$ cat src/rtl/dehaze_frame_ctrl.sv
// Frame controller for the dehaze transmission pipeline: streams one IMG_W x IMG_H frame
// into the pipe, optionally inserts line blanking, then drains and counts pipeline outputs.
module dehaze_frame_ctrl #(
  parameter int IMG_W    = 512,
  parameter int IMG_H    = 512,
  parameter int H_BLANK  = 0,
  parameter int DRAIN_TO = 4096
) (
  input  logic        clk,
  input  logic        rst_n,
  input  logic        start,
  input  logic [23:0] src_pixel,
  input  logic        src_valid,
  output logic        src_ready,
  output logic [23:0] pipe_pixel,
  output logic        pipe_valid,
  input  logic        pipe_out_valid,
  output logic        sof,
  output logic        eol,
  output logic        busy,
  output logic        frame_done,
  output logic        err_timeout,
  output logic        err_overflow,
  output logic [19:0] in_count,
  output logic [19:0] out_count
);

  localparam int CW = (IMG_W > 1) ? $clog2(IMG_W) : 1;
  localparam int RW = (IMG_H > 1) ? $clog2(IMG_H) : 1;
  localparam int BW = (H_BLANK > 1) ? $clog2(H_BLANK) : 1;
  localparam int TW = $clog2(DRAIN_TO + 1);

  localparam logic [19:0]   TOTAL      = 20'(IMG_W * IMG_H);
  localparam logic [CW-1:0] COL_LAST   = CW'(IMG_W - 1);
  localparam logic [RW-1:0] ROW_LAST   = RW'(IMG_H - 1);
  localparam logic [BW-1:0] BLANK_LAST = BW'((H_BLANK > 0) ? H_BLANK - 1 : 0);
  localparam logic [TW-1:0] TO_LAST    = TW'(DRAIN_TO - 1);

  typedef enum logic [2:0] {
    IDLE,
    FEED,
    BLANK,
    DRAIN,
    DONE
  } state_t;

  state_t        state;
  state_t        state_nxt;
  logic [CW-1:0] col;
  logic [RW-1:0] row;
  logic [BW-1:0] blank_cnt;
  logic [TW-1:0] drain_tmr;

  logic xfer;
  logic last_col;
  logic last_pix;
  logic out_full;
  logic out_inc;
  logic out_hit;
  logic drain_to_hit;

  assign src_ready  = (state == FEED);
  assign busy       = (state != IDLE);
  assign frame_done = (state == DONE);

  assign xfer     = src_valid && (state == FEED);
  assign last_col = (col == COL_LAST);
  assign last_pix = last_col && (row == ROW_LAST);
  assign out_full = (out_count == TOTAL);
  assign out_inc  = pipe_out_valid && !out_full && (state inside {FEED, BLANK, DRAIN});
  // DONE follows the cycle in which the final expected output is counted.
  assign out_hit      = out_full || (out_inc && (out_count == TOTAL - 20'd1));
  assign drain_to_hit = !pipe_out_valid && (drain_tmr == TO_LAST);

  always_ff @(posedge clk or negedge rst_n) begin
    if (!rst_n) begin
      state <= IDLE;
    end else begin
      state <= state_nxt;
    end
  end

  always_comb begin
    // NOTE: next state defaults to the current state before the case so no path leaves it unassigned (no latch).
    state_nxt = state;
    unique case (state)
      IDLE:  if (start) state_nxt = FEED;
      FEED: begin
        if (xfer && last_pix) begin
          state_nxt = DRAIN;
        end else if (xfer && last_col && (H_BLANK > 0)) begin
          state_nxt = BLANK;
        end
      end
      BLANK: if (blank_cnt == BLANK_LAST) state_nxt = FEED;
      DRAIN: if (out_hit || drain_to_hit) state_nxt = DONE;
      DONE:  state_nxt = IDLE;
      default: state_nxt = IDLE;
    endcase
  end

  // NOTE: non-blocking assignments so every register samples the pre-edge values of its peers.
  always_ff @(posedge clk or negedge rst_n) begin
    if (!rst_n) begin
      pipe_pixel   <= '0;
      pipe_valid   <= 1'b0;
      sof          <= 1'b0;
      eol          <= 1'b0;
      in_count     <= '0;
      out_count    <= '0;
      col          <= '0;
      row          <= '0;
      err_timeout  <= 1'b0;
      err_overflow <= 1'b0;
    end else begin
      pipe_valid <= xfer;
      sof        <= xfer && (in_count == 20'd0);
      eol        <= xfer && last_col;
      if (xfer) pipe_pixel <= src_pixel;

      if (state == IDLE && start) begin
        in_count     <= '0;
        out_count    <= '0;
        col          <= '0;
        row          <= '0;
        err_timeout  <= 1'b0;
        err_overflow <= 1'b0;
      end else begin
        if (xfer) begin
          in_count <= in_count + 20'd1;
          if (last_col) begin
            col <= '0;
            row <= row + RW'(1);
          end else begin
            col <= col + CW'(1);
          end
        end
        if (out_inc) out_count <= out_count + 20'd1;
        // Counts are frozen in IDLE, so a stray strobe there is not an overflow of this frame.
        if (pipe_out_valid && out_full && state != IDLE) err_overflow <= 1'b1;
        if (state == DRAIN && drain_to_hit && !out_hit) err_timeout <= 1'b1;
      end
    end
  end

  // Both timers sit at zero outside their state, which doubles as the clear-on-entry.
  always_ff @(posedge clk or negedge rst_n) begin
    if (!rst_n) begin
      blank_cnt <= '0;
      drain_tmr <= '0;
    end else begin
      blank_cnt <= (state == BLANK) ? blank_cnt + BW'(1) : '0;
      drain_tmr <= (state == DRAIN && !pipe_out_valid) ? drain_tmr + TW'(1) : '0;
    end
  end

endmodule

$ cat config.mk
export PLATFORM = sky130hd
export DESIGN_NAME = dehaze_frame_ctrl
export DESIGN_NICKNAME = d
export VERILOG_FILES = /design/src/rtl/dehaze_frame_ctrl.sv
export SDC_FILE = /design/constraint.sdc
export NUM_CORES = 1
export LEC_CHECK = 0
export CAP_MARGIN = 10
export CORE_MARGIN = 3
export CORE_UTILIZATION = 41
export CTS_CLUSTER_DIAMETER = 80
export DETAILED_ROUTE_END_ITERATION = 6
export GPL_ROUTABILITY_DRIVEN = 1
export PLACE_DENSITY = 0.66
export REMOVE_ABC_BUFFERS = 1
export SLEW_MARGIN = 20
export SYNTH_ARGS = -nofsm -noshare
export SYNTH_HDL_FRONTEND = slang
export SYNTH_SLANG_ARGS = --single-unit
$ cat constraint.sdc
create_clock -name clk -period 2.9 [get_ports clk]
set_input_delay 0.87 -clock clk [delete_from_list [all_inputs] [get_ports clk]]
set_output_delay 0.87 -clock clk [all_outputs]
set_load 0.01 [all_outputs]
[Word-level counts from Yosys, hierarchy flattened]
Cells that the tools add are included.
Operators by class
  add/subtract/negate cells: 6
  muxes and demuxes: 21
  equal/unequal tests: 13
  reduce and logical (&&, ||, !) cells: 31
Operator list (count)
  20-bit 2-to-1 mux: 4
  9-bit 2-to-1 mux: 6
  20-bit by 1-bit adder with 20-bit output, second input constant: 2
  20-bit by 18-bit == test with 1-bit output, second input constant: 1
  20-bit by 19-bit == test with 1-bit output, second input constant: 1
  20-bit logical NOT: 1
  9-bit by 1-bit adder with 9-bit output, second input constant: 2
  9-bit == test, second input constant: 2
  1-bit logical AND: 15
  13-bit by 1-bit adder with 13-bit output, second input constant: 1
  13-bit by 12-bit == test with 1-bit output, second input constant: 1
  13-bit 2-to-1 mux: 1
  3-bit 2-to-1 mux: 4
  3-bit case mux with 4 select lines: 1
  2-bit nonzero test: 5
  3-bit by 2-bit == test with 1-bit output, second input constant: 2
  3-bit nonzero test: 2
  1-bit 2-to-1 mux: 5
  2-bit by 1-bit inequality test with 1-bit output, second input constant: 2
  2-bit inequality test, second input constant: 2
  4-bit AND reduction: 1
  3-bit by 1-bit == test with 1-bit output, second input constant: 1
  3-bit == test, second input constant: 1
  1-bit logical NOT: 3
  other kinds (4): 5
Storage, ports and cells
  register bits after elaboration: 104
  word-level logic and storage cells: 84
  output and inout bits: 72
  bits of input ports: 29

[Longest topological paths before layout]
  depth in word-level cells: 10
  depth in mapped cells: 9
  depth with buffers taken out: 8

[Worst setup path after synthesis]
OpenSTA, ideal clock, no wires.
  path type: input -> register
  start point: input port pipe_out_valid
  end point: register state[1]
  cell stages on the path: 5
  path buffers: 0
  library setup time: 124 ps
  arrival: 1724 ps
  required time: 2776 ps
  path slack: 1052 ps
  path through: nand2b_4 > nor3_4 > and4_1 > nor4_1 > a211o_1
Between the ends
  word-level cells in the longest chain between the ends: 7
  elaborated cells between the ends (all ways): 9
  those cells by class: eq/ne: 1; reduce/logical: 8
RTL lines
  from (decl): line 17  | input logic pipe_out_valid,
  1-bit logical AND (2 in a row): line 70  | assign out_inc = pipe_out_valid && !out_full && (state inside {FEED, BLANK, DRAIN});
  1-bit logical AND: line 72  | assign out_hit = out_full || (out_inc && (out_count == TOTAL - 20'd1));
  1-bit logical OR: line 72
  1-bit logical OR *: line 96  | DRAIN: if (out_hit || drain_to_hit) state_nxt = DONE;
  2-bit by 1-bit inequality test with 1-bit output (no source line) *
  4-bit AND reduction (no source line) *
  to (signal assigned): line 79  | state <= state_nxt;
  to (decl): line 47  | state_t state;
Mark *: on every way between the ends. The rest lies on a longest branch, timed or not.
A chain may end at the register's enable or synchronous reset.

[Final worst setup path]
  start point: register state[0]
  end point: output port src_ready
Between the ends
  word-level cells in the longest chain between the ends: 1
RTL lines
  3-bit by 1-bit == test with 1-bit output: line 62  | assign src_ready = (state == FEED);
  to (decl): line 14  | output logic src_ready,
No other way between the ends.

==> metrics.cfg <==
[run_status]
outcome = complete, no violations

[sta]
fin_crit_sh_pct = 97.2
finalSetupViolations = 0
finClkSkew_ns = 0.00688
hold_viol_final = 0
max_freq_ghz = 0.355
worstMarginPinSlew_ns = 0.587
min_period_ns = 2.82
tns_ns = 0
maxSlewViolCount = 0
relSlewSlack_pct = 60.8
rsz0062_at_grt = false

[setup_path]
cp.required_ns = 2.03
crit_arrival_ns = 1.95
rrSetupSlack_ns = 0.74
critPathLaunchType = flip-flop
crit_path_end_kind = output port
worstSetupPathType = reg2out
crit_fanout = 10

[synth]
ys_seq_area_share_pct = 51.8
async_flop_share_pct = 100
synth_edf_count = 0
yosys_warnings = 0
synth_area_um2 = 5020
yosys.area.top_type_share_pct = 51.8
synth_area_per_cell_um2 = 9.70
synthFlopType = dfrtp_1
synthTopCellsByArea = dfrtp_1 (52%), nand2_1 (7.7%), xor2_1 (5.6%), nor2_1 (5.0%), nand3_1 (2.8%)
yosysTopAreaCell = dfrtp_1
syn_inst = 518
ys_seq_elements = 104
synthMostInstantiatedCell = dfrtp_1
synthTopCellsByCount = dfrtp_1 (104), nand2_1 (103), nor2_1 (67)
synth_cell_type_count = 50

[clock_tree]
path_clk_slew_ns = 0.07
clk_path_buf_depth = 2
numClockSinks = 104
cts.htree.levels = 3
cts_tree = built
clock_latency_ns = 0.34
post_cts_buffers = 0
cts-root-buf = clkbuf_16
cts_made_buffers = 9

[job]
cap_viol_max_count = 0

[cells_and_area]
fin_util_pct = 55.7
fin_nets = 657
fill_cells = 1053
design_area_um2 = 6530
diodes = 0
area_delta_synth_final_pct = 29.9
drive_above_1_share_pct = 7.37

[drt]
drcViolationCount = 0
wl_per_cell_um = 14.9
drt-initial-drc-count = 275
wirelength_um = 11400
vias_per_cell = 5.20
vias = 3990
drt-pass1-iter-count = 4
ant_nets = 0

[die]
rows = 39
die_x_um = 117
start_util_pct = 42.9
core_um2 = 11700
die_area_um2 = 13600
boundaryPins = 101
fp.dieH_um = 117

[power]
power_density_nw_per_um2 = 634
irDropWorstVdd_mv = 0.371
p_leak_nw = 2.87

[global_route]
grtUsageTotal_pct = 17.6
grt_pass1_wl_um = 19200
grt_max_degree = 45
grt_overflow = 0
antenna_found_initial = 0
grt_pass1_vias = 3855

[placed_design]
io_buffers = 100
dp_hpwl_um = 8220
gp_congestion = 0.813
placed_area_um2 = 6180

[min_path]
hold_class = reg2reg

[cell type report]
class	instances	area, µm²	share of cell area, %
Sequential cell	104	2600	39.9
Clock inverter	7	119	1.82
Multi-Input combinational cell	384	2280	34.9
Inverter	10	37.5	0.575
Tap cell	143	179	2.74
Clock buffer	9	225	3.45
Timing Repair Buffer	110	1090	16.6
[kinds of logic after synthesis]
logic type | count (synthesis) | synth area share [%]
and+or+nand+nor | 288 | 29.7
buffers and inverters | 30 | 3.16
adders and majority gates | 9 | 2.24
DFF | 104 | 51.8
AOI/OAI and AO/OA | 40 | 4.86
xor gates and xnor gates | 46 | 8.02
muxes | 1 | 0.199
[cell usage in the layout, fill, tap and decap left out, types with 2 or more instances in the layout]
cell type / n
dfrtp_1: 104
nand2_1: 103
clkdlybuf4s50_1: 99
nor2_1: 67
xor2_1: 32
nand3_1: 28
nand4_1: 15
a21oi_1: 15
xnor2_1: 14
and3_1: 10
o21ai_0: 10
buf_4: 10
inv_1: 9
nor4_1: 9
ha_1: 9
clkbuf_16: 9
or3_1: 8
nor3_1: 8
nand3b_1: 6
and4_1: 6
and2_1: 4
a22o_1: 4
nor4b_1: 3
nor3_2: 3
o31ai_1: 3
bufinv_16: 3
or2_2: 2
nand2b_1: 2
nor4_4: 2
o21bai_1: 2
nor4_2: 2
clkinvlp_4: 2
[worst paths after layout]
path / start / end / cells after the start
max in group asynchronous: rst_n / pipe_pixel[16] / 2
max: state[0] / src_ready / 2
min: blank_cnt / blank_cnt / 1
min reg2reg: blank_cnt / blank_cnt / 1
max reg2reg: col[4] / row[3] / 8
min in group asynchronous: rst_n / row[3] / 1
[metrics by stage]
stage                     hold slack, ns  setup WS, ns  power (mW)  instances
after floorplan                    0.418        -0.857        2.28        498
after global placement             0.442         0.235        2.76        751
after detailed placement           0.451         0.218        2.79        751
after CTS                          0.469        0.0666        4.20        767
after global routing               0.482        0.0153        4.36        767
final                              0.460        0.0820        4.13        767
[power breakdown]
part	internal [mW]	leakage, nW	switching [mW]
clock	0.845	0.162	0.541
combinational	0.483	1.35	0.419
sequential	1.64	1.36	0.211
total	2.96	2.87	1.17
[sequential cells by signal, summed over array words and instances (netlist names)]
signal / flops
pipe_pixel: 24
in_count: 20
out_count: 20
drain_tmr: 13
col: 9
row: 9
state: 3
blank_cnt: 1
eol: 1
err_overflow: 1
err_timeout: 1
pipe_valid: 1
sof: 1
[worst max-delay path: stages, from the launching register on]
cell	delay, ns
dfrtp_1	0.62
nor3b_2	0.39
clkdlybuf4s50_1	0.60
[timing repair]
item,CTS,global route
setup endpoints to repair,0,1
hold buffers,0,0
gates resized for setup,0,1
[layer usage]
metal,vias up,wire length (µm),global-route usage (%)
met5,-,0,0
met4,0,178,5.20
met3,13,353,3.68
met2,67,5660,27.9
met1,1947,5240,24.4
li1,1963,-,-
Note: power is estimated with default switching activity, not from simulation.
